===== config.mk =====
export PLATFORM = sky130hd
export DESIGN_NAME = max_serial_receiver
export DESIGN_NICKNAME = d
export VERILOG_FILES = /design/src/rtl/max_serial_receiver.sv
export SDC_FILE = /design/constraint.sdc
export NUM_CORES = 1
export LEC_CHECK = 0
export CORE_MARGIN = 2
export CORE_UTILIZATION = 46
export CTS_CLUSTER_SIZE = 28
export DETAILED_ROUTE_END_ITERATION = 8
export GPL_TIMING_DRIVEN = 0
export PLACE_DENSITY_LB_ADDON = 0.12
export SLEW_MARGIN = 25
export SYNTH_ARGS = -nofsm -noshare
export SYNTH_HDL_FRONTEND = slang
export SYNTH_SLANG_ARGS = --single-unit

===== constraint.sdc =====
create_clock -name clock -period 4.9 [get_ports clock]
set_input_delay 0.98 -clock clock [delete_from_list [all_inputs] [get_ports clock]]
set_output_delay 0.98 -clock clock [all_outputs]
set_load 0.1 [all_outputs]

===== src/rtl/max_serial_receiver.sv =====
// MAX7219-style 3-wire serial receiver: captures 16-bit frames and mirrors the display registers.
// Optional Code-B digit decoding is enabled with the macro MAX_CODEB_DECODE_EN.
module max_serial_receiver #(
    parameter int unsigned SYNC_STAGES = 2
) (
    input  logic        clock,
    input  logic        reset,
    input  logic        max_din,
    input  logic        max_clk,
    input  logic        max_load,
    output logic [63:0] digit_seg,
    output logic [31:0] digit_dec,
    output logic [7:0]  digit_dec_valid,
    output logic [7:0]  decode_mode,
    output logic [3:0]  intensity,
    output logic [2:0]  scan_limit,
    output logic        shutdown_n,
    output logic        display_test,
    output logic        frame_strobe,
    output logic        frame_error
);

    logic [SYNC_STAGES-1:0] din_sync_q, clk_sync_q, load_sync_q;
    logic                   clk_prev_q, load_prev_q;
    logic                   din_s, clk_s, load_s, clk_rise, load_rise;

    logic [15:0] shift_q, shift_d;
    logic [4:0]  count_q, count_d;
    logic [63:0] seg_q, seg_d;
    logic [31:0] dec_q, dec_d;
    logic [7:0]  val_q, val_d;
    logic [7:0]  dm_q, dm_d;
    logic [3:0]  int_q, int_d;
    logic [2:0]  sl_q, sl_d;
    logic        sd_q, sd_d, dt_q, dt_d;
    logic        strobe_q, strobe_d, err_q, err_d;

    logic [3:0]  addr;
    logic [7:0]  data;
    logic [2:0]  k;
    logic [4:0]  dec_entry;
    logic        unused_hi;

    assign din_s     = din_sync_q[SYNC_STAGES-1];
    assign clk_s     = clk_sync_q[SYNC_STAGES-1];
    assign load_s    = load_sync_q[SYNC_STAGES-1];
    assign clk_rise  = clk_s & ~clk_prev_q;
    assign load_rise = load_s & ~load_prev_q;

    assign addr      = shift_q[11:8];
    assign data      = shift_q[7:0];
    assign k         = 3'(addr - 4'd1);
    assign unused_hi = ^shift_q[15:12];

    // Returns {valid, value}; only exact 7-segment glyphs with DP clear are recognised.
    function automatic logic [4:0] seg_inverse(input logic [7:0] b);
        unique case (b)
            8'h7E:   return {1'b1, 4'd0};
            8'h30:   return {1'b1, 4'd1};
            8'h6D:   return {1'b1, 4'd2};
            8'h79:   return {1'b1, 4'd3};
            8'h33:   return {1'b1, 4'd4};
            8'h5B:   return {1'b1, 4'd5};
            8'h5F:   return {1'b1, 4'd6};
            8'h70:   return {1'b1, 4'd7};
            8'h7F:   return {1'b1, 4'd8};
            default: return {1'b0, 4'hF};
        endcase
    endfunction

    always_comb begin
`ifdef MAX_CODEB_DECODE_EN
        if (dm_q[k]) begin
            dec_entry = (data[3:0] <= 4'd9) ? {1'b1, data[3:0]} : {1'b0, 4'hF};
        end else begin
            dec_entry = seg_inverse(data);
        end
`else
        dec_entry = seg_inverse(data);
`endif
    end

    always_comb begin
        shift_d  = shift_q;
        count_d  = count_q;
        seg_d    = seg_q;
        dec_d    = dec_q;
        val_d    = val_q;
        dm_d     = dm_q;
        int_d    = int_q;
        sl_d     = sl_q;
        sd_d     = sd_q;
        dt_d     = dt_q;
        strobe_d = 1'b0;
        err_d    = 1'b0;
        // A LOAD rise takes priority over a coincident serial clock rise.
        if (load_rise) begin
            count_d = '0;
            if (count_q == 5'd16) begin
                strobe_d = 1'b1;
                unique case (addr)
                    4'h1, 4'h2, 4'h3, 4'h4, 4'h5, 4'h6, 4'h7, 4'h8: begin
                        seg_d[{k, 3'b000} +: 8] = data;
                        dec_d[{k, 2'b00} +: 4]  = dec_entry[3:0];
                        val_d[k]                = dec_entry[4];
                    end
                    4'h9:    dm_d = data;
                    4'hA:    int_d = data[3:0];
                    4'hB:    sl_d = data[2:0];
                    4'hC:    sd_d = data[0];
                    4'hF:    dt_d = data[0];
                    default: ;
                endcase
            end else begin
                err_d = 1'b1;
            end
        end else if (clk_rise && !load_s) begin
            shift_d = {shift_q[14:0], din_s};
            if (count_q != 5'd16) begin
                count_d = count_q + 5'd1;
            end
        end
    end

    always_ff @(posedge clock or posedge reset) begin
        if (reset) begin
            din_sync_q  <= '0;
            clk_sync_q  <= '0;
            load_sync_q <= '0;
            clk_prev_q  <= 1'b0;
            load_prev_q <= 1'b0;
            shift_q     <= '0;
            count_q     <= '0;
            seg_q       <= '0;
            dec_q       <= {8{4'hF}};
            val_q       <= '0;
            dm_q        <= '0;
            int_q       <= '0;
            sl_q        <= '0;
            sd_q        <= 1'b0;
            dt_q        <= 1'b0;
            strobe_q    <= 1'b0;
            err_q       <= 1'b0;
        end else begin
            din_sync_q  <= {din_sync_q[SYNC_STAGES-2:0], max_din};
            clk_sync_q  <= {clk_sync_q[SYNC_STAGES-2:0], max_clk};
            load_sync_q <= {load_sync_q[SYNC_STAGES-2:0], max_load};
            clk_prev_q  <= clk_s;
            load_prev_q <= load_s;
            shift_q     <= shift_d;
            count_q     <= count_d;
            seg_q       <= seg_d;
            dec_q       <= dec_d;
            val_q       <= val_d;
            dm_q        <= dm_d;
            int_q       <= int_d;
            sl_q        <= sl_d;
            sd_q        <= sd_d;
            dt_q        <= dt_d;
            strobe_q    <= strobe_d;
            err_q       <= err_d;
        end
    end

    assign digit_seg       = seg_q;
    assign digit_dec       = dec_q;
    assign digit_dec_valid = val_q;
    assign decode_mode     = dm_q;
    assign intensity       = int_q;
    assign scan_limit      = sl_q;
    assign shutdown_n      = sd_q;
    assign display_test    = dt_q;
    assign frame_strobe    = strobe_q;
    assign frame_error     = err_q;

endmodule


**Word level (Yosys, flattened, before mapping)**

Index checks and enable logic that the tools add are counted.
Widths: inputs -> output; s select.

- $add $sub $neg: 4
- Order comparisons: 2
- Equal/unequal tests: 24
- Shift-type cells: 4
- Multiplexer cells: 13
- Bitwise logic cells: 5
- Reductions and logical operators: 14

Operators with widths:

| kind | number |
|---|---|
| $bwmux 64 | 1 |
| $shift 8x8->64 const A | 1 |
| $shiftx 8x8->64 | 1 |
| $eq 8x7->1 const B | 7 |
| $pmux 5 s9 | 1 |
| $bwmux 32 | 1 |
| $shift 4x7->32 const A | 1 |
| $shiftx 4x7->32 | 1 |
| $eq 4x4->1 const B | 6 |
| $reduce_and 3->1 | 6 |
| $eq 4x3->1 const B | 4 |
| $eq 8x6->1 const B | 2 |
| $mux 5 | 3 |
| $bwmux 8 | 1 |
| $eq 4x2->1 const B | 2 |
| $neg 6->8 | 1 |
| $reduce_or 8->1 | 1 |
| $neg 5->7 | 1 |
| $add 5x1->5 const B | 1 |
| $eq 5x5->1 const B | 1 |
| $mux 1 | 5 |
| $ne 5x5->1 const B | 1 |
| $eq 4x1->1 const B | 1 |
| $lt 3x4->1 const B | 1 |
| 9 further kinds | 15 |

- Register bits: 148
- Input bits: 5
- Output and inout port bits: 123
- Logic and storage cells: 83

**Logic depth before layout (Yosys ltp)**

Gate-level depths: netlist (run 1).

- Word-level depth: 6
- Gate-level depth with buffers: 11
- Mapped depth without buffers: 8

**Least setup slack after synthesis (run 1)**

No wires, ideal clock.

- Path kind: register to register
- From: reg shift_q[8]
- To: reg seg_q[0] (netlist: digit_seg[0])
- Library setup time: 0.126 ns
- Arrival time: 2.731 ns
- Required time: 4.774 ns
- Setup slack: 2.043 ns
- Stages on the path, launching flop included: 11
- Path buffers: 3
- Period minus slack after synthesis: 2.857 ns
- Cells stage by stage: dfrtp_1 clkbuf_1 inv_1 ha_1 xnor2_2 ha_1 clkbuf_1 nor2b_1 nand4_2 buf_2 mux2_2

- Longest elaborated chain between the ends: 4
- Elaborated cells between the ends (all ways): 15
- Those cells by class: 2 x add/sub; 8 x eq/ne; 2 x shift; 1 x mux; 2 x reduce/logical

RTL lines:

| element | line | RTL |
|---|---|---|
| start, declared | 27 | `logic [15:0] shift_q, shift_d;` |
| start signal, assigned | 150 | `shift_q <= shift_d;` |
| $sub 3x1->3 | 52 | `assign k = 3'(addr - 4'd1);` |
| $neg 6->8 | 103 | `seg_d[{k, 3'b000} +: 8] = data;` |
| $shiftx 8x8->64 / $shift 8x8->64 (equally long branches) | 103 |  |
| $bwmux 64 | 103 |  |
| end signal, assigned | 152 | `seg_q <= seg_d;` |
| end, declared | 29 | `logic [63:0] seg_q, seg_d;` |

Several ways; a longest one is shown, not always the timed one.
A chain may end at the register's enable or synchronous reset.

**Worst setup path in the final report (run 1)**

- From: reg shift_q[8]
- To: reg seg_q[1] (netlist: digit_seg[1])

Same word-level chain as after synthesis.

==> results of run 1 <==
layout by cell type (no fill, tap or decap), types with 3 or more instances in the layout:
master / synthesis / final
o41ai_1: 4 / 4
or4_1: 4 / 4
a21oi_1: 4 / 4
clkinvlp_4: 0 / 4
inv_1: 19 / 18
dfrtp_1: 116 / 116
dfstp_2: 32 / 32
nand4_1: 4 / 4
ha_1: 10 / 10
nor3_1: 7 / 7
nand3_1: 11 / 11
bufinv_16: 0 / 3
clkbuf_1: 19 / 21
clkbuf_8: 0 / 5
buf_2: 15 / 15
mux2_2: 55 / 55
o31ai_1: 8 / 8
xor2_1: 3 / 3
clkbuf_16: 0 / 17
nor2_1: 20 / 20
clkdlybuf4s50_1: 0 / 127
nand4b_1: 3 / 3
xnor2_1: 3 / 3
o21ai_0: 58 / 58
nor2b_1: 5 / 5
nand2b_1: 5 / 5
buf_12: 0 / 4
nand2_1: 100 / 100
worst reg2reg max path, stage by stage (launching register included):
cell,delay [ps]
dfrtp_1,400
clkbuf_1,350
inv_1,210
ha_1,290
xnor2_2,380
ha_1,290
clkbuf_1,390
nor2b_1,230
nand4_2,370
buf_2,330
mux2_2,280
stage by stage:
stage | worst slack, ps | hold WS [ps] | util | std cells | power [uW]
floorplan | 2043 | 331.2 | - | 546 | 1647
global placement | 923.4 | 333.0 | 0.5855 | 849 | 1802
detailed placement | 1270 | 342.0 | 0.5940 | 854 | 1831
CTS | 1268 | 354.8 | 0.6412 | 886 | 3178
global route | 953.4 | 358.2 | 0.6412 | 886 | 3278
finish | 1285 | 351.5 | 0.6412 | 886 | 3161
final timing paths:
check	from	end	slack (ps)	depth (start not counted)
setup / recovery	shift_q[8]	digit_seg[1]	1280	10
max in group asynchronous	reset	digit_dec[5]	3300	4
hold / removal	din_sync_q[0]	din_sync_q[1]	350	0
hold reg to reg	din_sync_q[0]	din_sync_q[1]	350	0
setup reg to reg	shift_q[8]	digit_seg[1]	1280	10
min in group asynchronous	reset	digit_seg[57]	860	2
kinds of logic after synthesis:
group | after synthesis | share of synthesized area
xor gates and xnor gates | 7 | 0.01100
and+or+nand+nor | 180 | 0.1429
muxes | 57 | 0.1022
DFF | 148 | 0.5982
adders and majority gates | 10 | 0.01999
AOI/OAI and AO/OA | 87 | 0.08677
buffers and inverters | 57 | 0.03899
state kept, by name, indices dropped and copies added, names as in the netlist:
signal	flops
scan_limit	3
display_test	1
din_sync_q	2
load_sync_q	2
digit_dec	32
shutdown_n	1
digit_seg	64
shift_q	12
digit_dec_valid	8
decode_mode	8
frame_strobe	1
load_prev_q	1
frame_error	1
clk_sync_q	2
count_q	5
intensity	4
clk_prev_q	1
power groups by stage:
stage	logic [uW]	registers (uW)	clock network, uW
3_3_place_gp	488	1310	0
6_report	514	1300	1350
3_5_place_dp	514	1320	0
4_1_cts	516	1300	1370
5_1_grt	566	1300	1410
2_1_floorplan	338	1310	0
synth_stat cells, drive strengths merged (8+ instances only):
cell	instances	area, um^2
nand2	100	375.4
mux2	55	619.3
clkbuf	19	71.32
dfrtp	116	2903
o31ai	8	60.06
nor2	20	75.07
o21ai	60	300.3
ha	10	125.1
nand3	11	55.05
buf	19	101.4
inv	19	71.32
dfstp	32	840.8
nor3	9	61.31
final cells by class:
cell class	instances	area share
buffer	38	0.02034
inverter	19	0.008842
clock buffer	24	0.05909
tap	176	0.02594
sequential	148	0.4409
multi-input combinational	341	0.2681
timing repair buffer	132	0.1624
clock inverter	8	0.01444
metal layers:
layer,track usage,vias to the layer above
met3,0.06792,19
met2,0.3775,135
li1,-,2164
met4,0.07267,0
met5,0,-
met1,0.2795,2335
==> impl_metrics.yaml, run 1 <==
run:
  max_cap_viol_count: 0
drt:
  viasPerCell: 5.252
  wl_per_cell_um: 17.75
  routed_wirelength_um: 15730
  ant_nets: 0
  vias: 4653
  drt_iter0_drc: 261
  top_layer: "met4"
  firstDrtPassIters: 4
  met2WireLength_um: 7779
  met1Wirelength_um: 6761
  routed-wl-met3_um: 901
  drc: 0
clock_tree:
  post_cts_buffers: 0
  cts_tree: "done"
  cts_buffers: 17
  cts_root_buffer: "clkbuf_16"
  cts.sinks: 148
  htreeDepth: 4
  path_clk_slew_ps: 60
  clk_path_buf_depth: 2
  clock_latency_ps: 420
  postCtsHoldBufs: 0
  post_cts_resized: 0
floorplanning:
  dieHeight_um: 120.6
  start_util: 0.4726
  io_pins: 128
  dieWidth_um: 120.6
  coreArea_um2: 13240
  die_area_um2: 14550
  num_rows: 42
critical_path:
  critPathSlowestCell: "dfrtp_1"
  max_stage_delay_ps: 400
  crit_path_start_kind: "register"
  path_cells: "clkbuf_1, inv_1, ha_1, xnor2_2, ha_1, clkbuf_1, nor2b_1, nand4_2, buf_2, mux2_2"
  endpoint_kind: "register"
  arrival_ps: 3920
  cp_max_fo: 10
  critPathRequiredTime_ps: 5210
  crit_family: "buffers and inverters"
  crit_type: "reg2reg"
  cp.buffers_inverters: 4
power_and_ir_drop:
  p_seq_frac: 0.410
  combPwrFrac: 0.163
  powerDensity_nw_per_um2: 372.3
  ir_drop_uv: 241.6
  leakagePower_uw: 0.003625
  switching_power_uw: 888.1
  clkPwrFrac: 0.427
  swShare: 0.2810
  p_int_uw: 2273
placed_design:
  hpwl_um: 10860
  port_buffers: 127
  gp_congestion: 0.8420
  place_area_um2: 7866
sta:
  max_freq_ghz: 0.2766
  min_period_over_period: 0.7378
  slew_headroom: 0.3196
  tightest_slew_ps: 1017
  setup_viol_count_final: 0
  period_needed_ps: 3615
  finalMaxSlewViolations: 0
  skew_ps: 8.708
  final-hold-violation-count: 0
  rsz0062_at_grt: "false"
  setup_tns_ps: 0
global_routing:
  grt_use_total: 0.2252
  grt_pass1_vias: 4818
  antenna_found_initial: 0
  grt-ovfl-total: 0
  grt_pass1_wl_um: 24900
  grt_max_degree: 33
final_layout:
  area_growth_syn_to_layout_pct: 35.67
  multi_input_area_um2: 2276
  antenna_cells: 0
  finalNetCount: 712
  drive_gt1_frac: 0.2225
  seq_area_um2: 3744
  nFillCells: 1057
  postLayoutCellArea_um2: 8491
status:
  outcome: "complete, no violations"
min_path:
  min-delay-path-class: "reg2reg"
logic_synthesis:
  async_flop_share: 1.000
  ys_warn_count: 0
  synth_area_um2: 6259
  syn_inst: 546
  synth_area_per_cell_um2: 11.46
  synth_seq_area_share: 0.5982
  synth_ff_type: "dfrtp_1"
  synthesis.nets: 561
  ys_ff_latch: 148
  synth-edff-count: 0
  netlist-cell-type-count: 55
Power figures use the tool's default switching activity.
==> run 2, diff against run 1 <==
Clock period 4.9 ns to 3.25 ns, I/O delays scaled along.
==> run 2 against run 1 <==
Against the previous run:
- count of clock-buffer cells in the layout unchanged
- critical path depth down 1
- routed wire length about the same
- final cell count unchanged
- global-route usage about the same
- via count up 0.69%
- clock skew up 0.59 ps
- sequential share of layout area down 0.21 points
- critical endpoint unchanged
- highest routed layer unchanged
==> impl_metrics.yaml, run 2 (same netlist as run 1, synthesis figures left out) <==
drt:
  viasPerCell: 5.288
  drc: 0
  drt_iter0_drc: 300
  ant_nets: 0
  firstDrtPassIters: 5
  wl_per_cell_um: 17.74
  routed_wirelength_um: 15720
  vias: 4685
critical_path:
  cp_max_fo: 13
  crit_type: "reg2reg"
  arrival_ps: 3250
  crit_path_start_kind: "register"
  endpoint_kind: "register"
  critPathRequiredTime_ps: 3550
sta:
  period_needed_ps: 2951
  min_period_over_period: 0.9080
  rsz0062_at_grt: "false"
  layout_setup_ws_ps: 298.9
  skew_ps: 9.295
  finalMaxSlewViolations: 0
  setup_viol_count_final: 0
  tightest_slew_ps: 1016
  max_freq_ghz: 0.3389
  final-hold-violation-count: 0
  slew_headroom: 0.3207
global_routing:
  grt_use_total: 0.2256
  antenna_found_initial: 0
  grt_pass1_vias: 4799
  grt_pass1_wl_um: 24920
  grt-ovfl-total: 0
  grt_max_degree: 33
floorplanning:
  coreArea_um2: 13240
  io_pins: 128
  dieHeight_um: 120.6
  num_rows: 42
  start_util: 0.4726
  die_area_um2: 14550
  dieWidth_um: 120.6
final_layout:
  largest_reg_flops: 64
  antenna_cells: 0
  finalNetCount: 712
  final_common_cell: "clkdlybuf4s50_1"
  area_growth_syn_to_layout_pct: 36.35
  drive_gt1_frac: 0.2296
  mostFrequentLayoutCells: "clkdlybuf4s50_1 (127), dfrtp_1 (115), nand2_1 (100)"
placed_design:
  hpwl_um: 10860
  preCtsSetupSlack_ps: -379.6
  port_buffers: 127
  gp_congestion: 0.8420
power_and_ir_drop:
  combPwrFrac: 0.164
  swShare: 0.2812
  leakagePower_uw: 0.003639
  clkPwrFrac: 0.425
  p_seq_frac: 0.411
  p_int_uw: 3433
  switching_power_uw: 1343
  ir_drop_uv: 364.4
  powerDensity_nw_per_um2: 559.8
  total_power_uw: 4777
clock_tree:
  htreeDepth: 4
  clock_latency_ps: 410
  cts_tree: "done"
  cts_buffers: 17
  path_clk_slew_ps: 60
  clk_path_buf_depth: 2
  cts_root_buffer: "clkbuf_16"
  cts.sinks: 148
  postCtsHoldBufs: 0
run:
  max_cap_viol_count: 0
min_path:
  min-delay-path-class: "reg2reg"
status:
  outcome: "complete, no violations"
[run 2: cell types whose count changed in the layout (fill, tap and decap cells not counted), sizes merged]
cell    before  now
buf         24   25
clkbuf      43   42
[run 2: layout make-up]
cell class,count,area [um^2]
tap,176,220.2
multi-input combinational,341,2311
buffer,37,171.4
fill,1050,4710
inverter,19,75.07
timing repair buffer,133,1386
sequential,148,3745
clock inverter,8,122.6
clock buffer,24,501.7
[run 2: stage by stage]
step           TNS (ps)  cells  utilization  area, um^2  hold WS (ps)
6_report              0    886       0.6444        8533         351.5
2_1_floorplan         0    546            -        6262         331.2
5_1_grt               0    886       0.6444        8533         358.2
3_3_place_gp     -49900    849       0.5855        7754         333.0
4_1_cts               0    886       0.6443        8532         354.8
3_5_place_dp      -6704    854       0.5940        7866         342.0
[run 2: timing repair]
item | CTS | global route
buffers inserted | 1 | 0
endpoints found under the hold margin | 0 | 0
gates cloned | 0 | 0
setup endpoints to repair | 28 | 2
gates resized for setup | 6 | 1
pin swaps | 1 | 0
[run 2: final timing paths]
path	slack, ps	start	endpoint	cells past startpoint
worst max-delay path	300	shift_q[8]	digit_seg[1]	9
worst min-delay path	350	din_sync_q[0]	din_sync_q[1]	0
worst max register to register	300	shift_q[8]	digit_seg[1]	9
worst min register to register	350	din_sync_q[0]	din_sync_q[1]	0
max in group asynchronous	1970	reset	digit_dec[5]	4
min in group asynchronous	530	reset	digit_seg[57]	2
[run 2: critical path, cell delays in order, from the launching register on]
cell	delay [ps]
dfrtp_2	490
inv_1	160
ha_1	310
xnor2_4	290
ha_1	260
clkbuf_2	240
nor2b_1	260
nand4_4	250
buf_2	290
mux2_2	280
[run 2: power groups by stage]
stage,logic (uW),registers [uW],clock network (uW)
2_1_floorplan,509,1970,0
3_3_place_gp,735,1980,0
3_5_place_dp,775,1990,0
4_1_cts,786,1960,2060
5_1_grt,860,1970,2130
6_report,784,1960,2030
[run 2: metal layers]
metal / wire length (um) / part of all wire / global-route usage
met5: 0 / 0 / 0
met4: 208 / 0.013 / 0.07485
met3: 930 / 0.059 / 0.06604
met2: 7867 / 0.50 / 0.3736
met1: 6709 / 0.43 / 0.2845
==> run 3, diff against run 2 <==
Settings changed: REMOVE_ABC_BUFFERS set to 1.
==> run 3 against run 2 <==
Against the previous run:
- register-to-register slack about the same
- sequential share of layout area increased by 1.1 points
- clock power about the same
- worst setup slack improved by 1.3 ps
- critical path depth decreased by 1
- flip-flop and latch count unchanged
- power decreased by 1.5%
- die area unchanged
- hold slack got worse by 5.7 ps
- global-route usage decreased by 1.4 points
- largest cell class unchanged
==> impl_metrics.yaml, run 3 (same netlist as run 1, synthesis figures left out) <==
critical_path:
  crit_path_start_kind: "register"
  endpoint_kind: "register"
  critPathRequiredTime_ps: 3590
  arrival_ps: 3290
  cp_max_fo: 13
  crit_type: "reg2reg"
floorplanning:
  dieWidth_um: 120.6
  coreArea_um2: 13240
  start_util: 0.4726
  num_rows: 42
  io_pins: 128
  die_area_um2: 14550
  dieHeight_um: 120.6
clock_tree:
  cts_root_buffer: "clkbuf_16"
  path_clk_slew_ps: 60
  cts_buffers: 17
  cts.sinks: 148
  clk_path_buf_depth: 2
  clock_latency_ps: 420
  cts_tree: "done"
  htreeDepth: 4
  postCtsHoldBufs: 0
drt:
  ant_nets: 0
  drc: 0
  viasPerCell: 5.217
  firstDrtPassIters: 4
  wl_per_cell_um: 17.29
  routed_wirelength_um: 14680
  vias: 4429
  drt_iter0_drc: 280
placed_design:
  preCtsSetupSlack_ps: -194.7
  hpwl_um: 9771
  gp_congestion: 0.7769
  port_buffers: 127
  place_area_um2: 7644
final_layout:
  postLayoutCellArea_um2: 8332
  area_growth_syn_to_layout_pct: 33.13
  antenna_cells: 0
  final_common_cell: "clkdlybuf4s50_1"
  largest_reg_flops: 64
  finalNetCount: 675
  drive_gt1_frac: 0.2214
  mostFrequentLayoutCells: "clkdlybuf4s50_1 (127), dfrtp_1 (115), nand2_1 (100)"
sta:
  setup_tns_ps: 0
  min_period_over_period: 0.9076
  layout_setup_ws_ps: 300.2
  skew_ps: 8.281
  rsz0062_at_grt: "false"
  finalMaxSlewViolations: 0
  final-hold-violation-count: 0
  tightest_slew_ps: 1014
  setup_viol_count_final: 0
  period_needed_ps: 2950
  hold_ws_ps: 345.8
  slew_headroom: 0.3217
  max_freq_ghz: 0.3390
min_path:
  min-delay-path-class: "reg2reg"
power_and_ir_drop:
  leakagePower_uw: 0.003552
  powerDensity_nw_per_um2: 564.5
  total_power_uw: 4703
  ir_drop_uv: 373.3
status:
  outcome: "complete, no violations"
global_routing:
  grt_max_degree: 83
  grt-ovfl-total: 0
  grt_pass1_wl_um: 23620
  grt_use_total: 0.2116
  grt_pass1_vias: 4464
  antenna_found_initial: 0
run:
  max_cap_viol_count: 0
run 3: stage by stage:
stage                     std cells    util
after global routing            849  0.6292
after CTS                       849  0.6270
after detailed placement        815  0.5772
after floorplan                 508       -
after global placement          811  0.5722
final                           849  0.6292
run 3: layout make-up:
cell class	instances	area (um^2)
multi-input cells	341	2318
fillers	1076	4911
well taps	176	220.2
repair buffers	133	1344
clock buffers	25	538.0
flip-flops and latches	148	3745
inverters	19	78.83
clock inverters	7	87.58
run 3: worst paths after layout:
check	start	to	slack, ps	cells after the start
max	shift_q[8]	digit_dec[22]	300	8
min	clk_sync_q[0]	clk_sync_q[1]	350	0
max reg2reg	shift_q[8]	digit_dec[22]	300	8
min reg2reg	clk_sync_q[0]	clk_sync_q[1]	350	0
max in group asynchronous	reset	digit_dec[10]	1810	3
min in group asynchronous	reset	load_sync_q[0]	660	2
run 3: power breakdown:
part / internal, uW / switching, uW
combinational: 187 / 336
sequential: 1890 / 260
clock: 1300 / 724
run 3: worst max-delay path: stages, from the launching register on:
cell,delay (ps)
dfrtp_2,510
inv_1,180
ha_1,310
xnor2_4,300
ha_2,390
nand2b_1,170
nor4_2,400
buf_2,270
mux2_2,340
run 3: timing repair:
action	CTS	global route
gates resized for setup	2	5
setup endpoints to repair	28	60
buffers inserted	2	0
cloned	0	0
pin swaps	1	0
run 3: routing by layer:
metal / share of wire / track usage
met4: 0.015 / 0.07413
met1: 0.46 / 0.2939
met5: 0 / 0
met3: 0.062 / 0.05755
met2: 0.47 / 0.3213
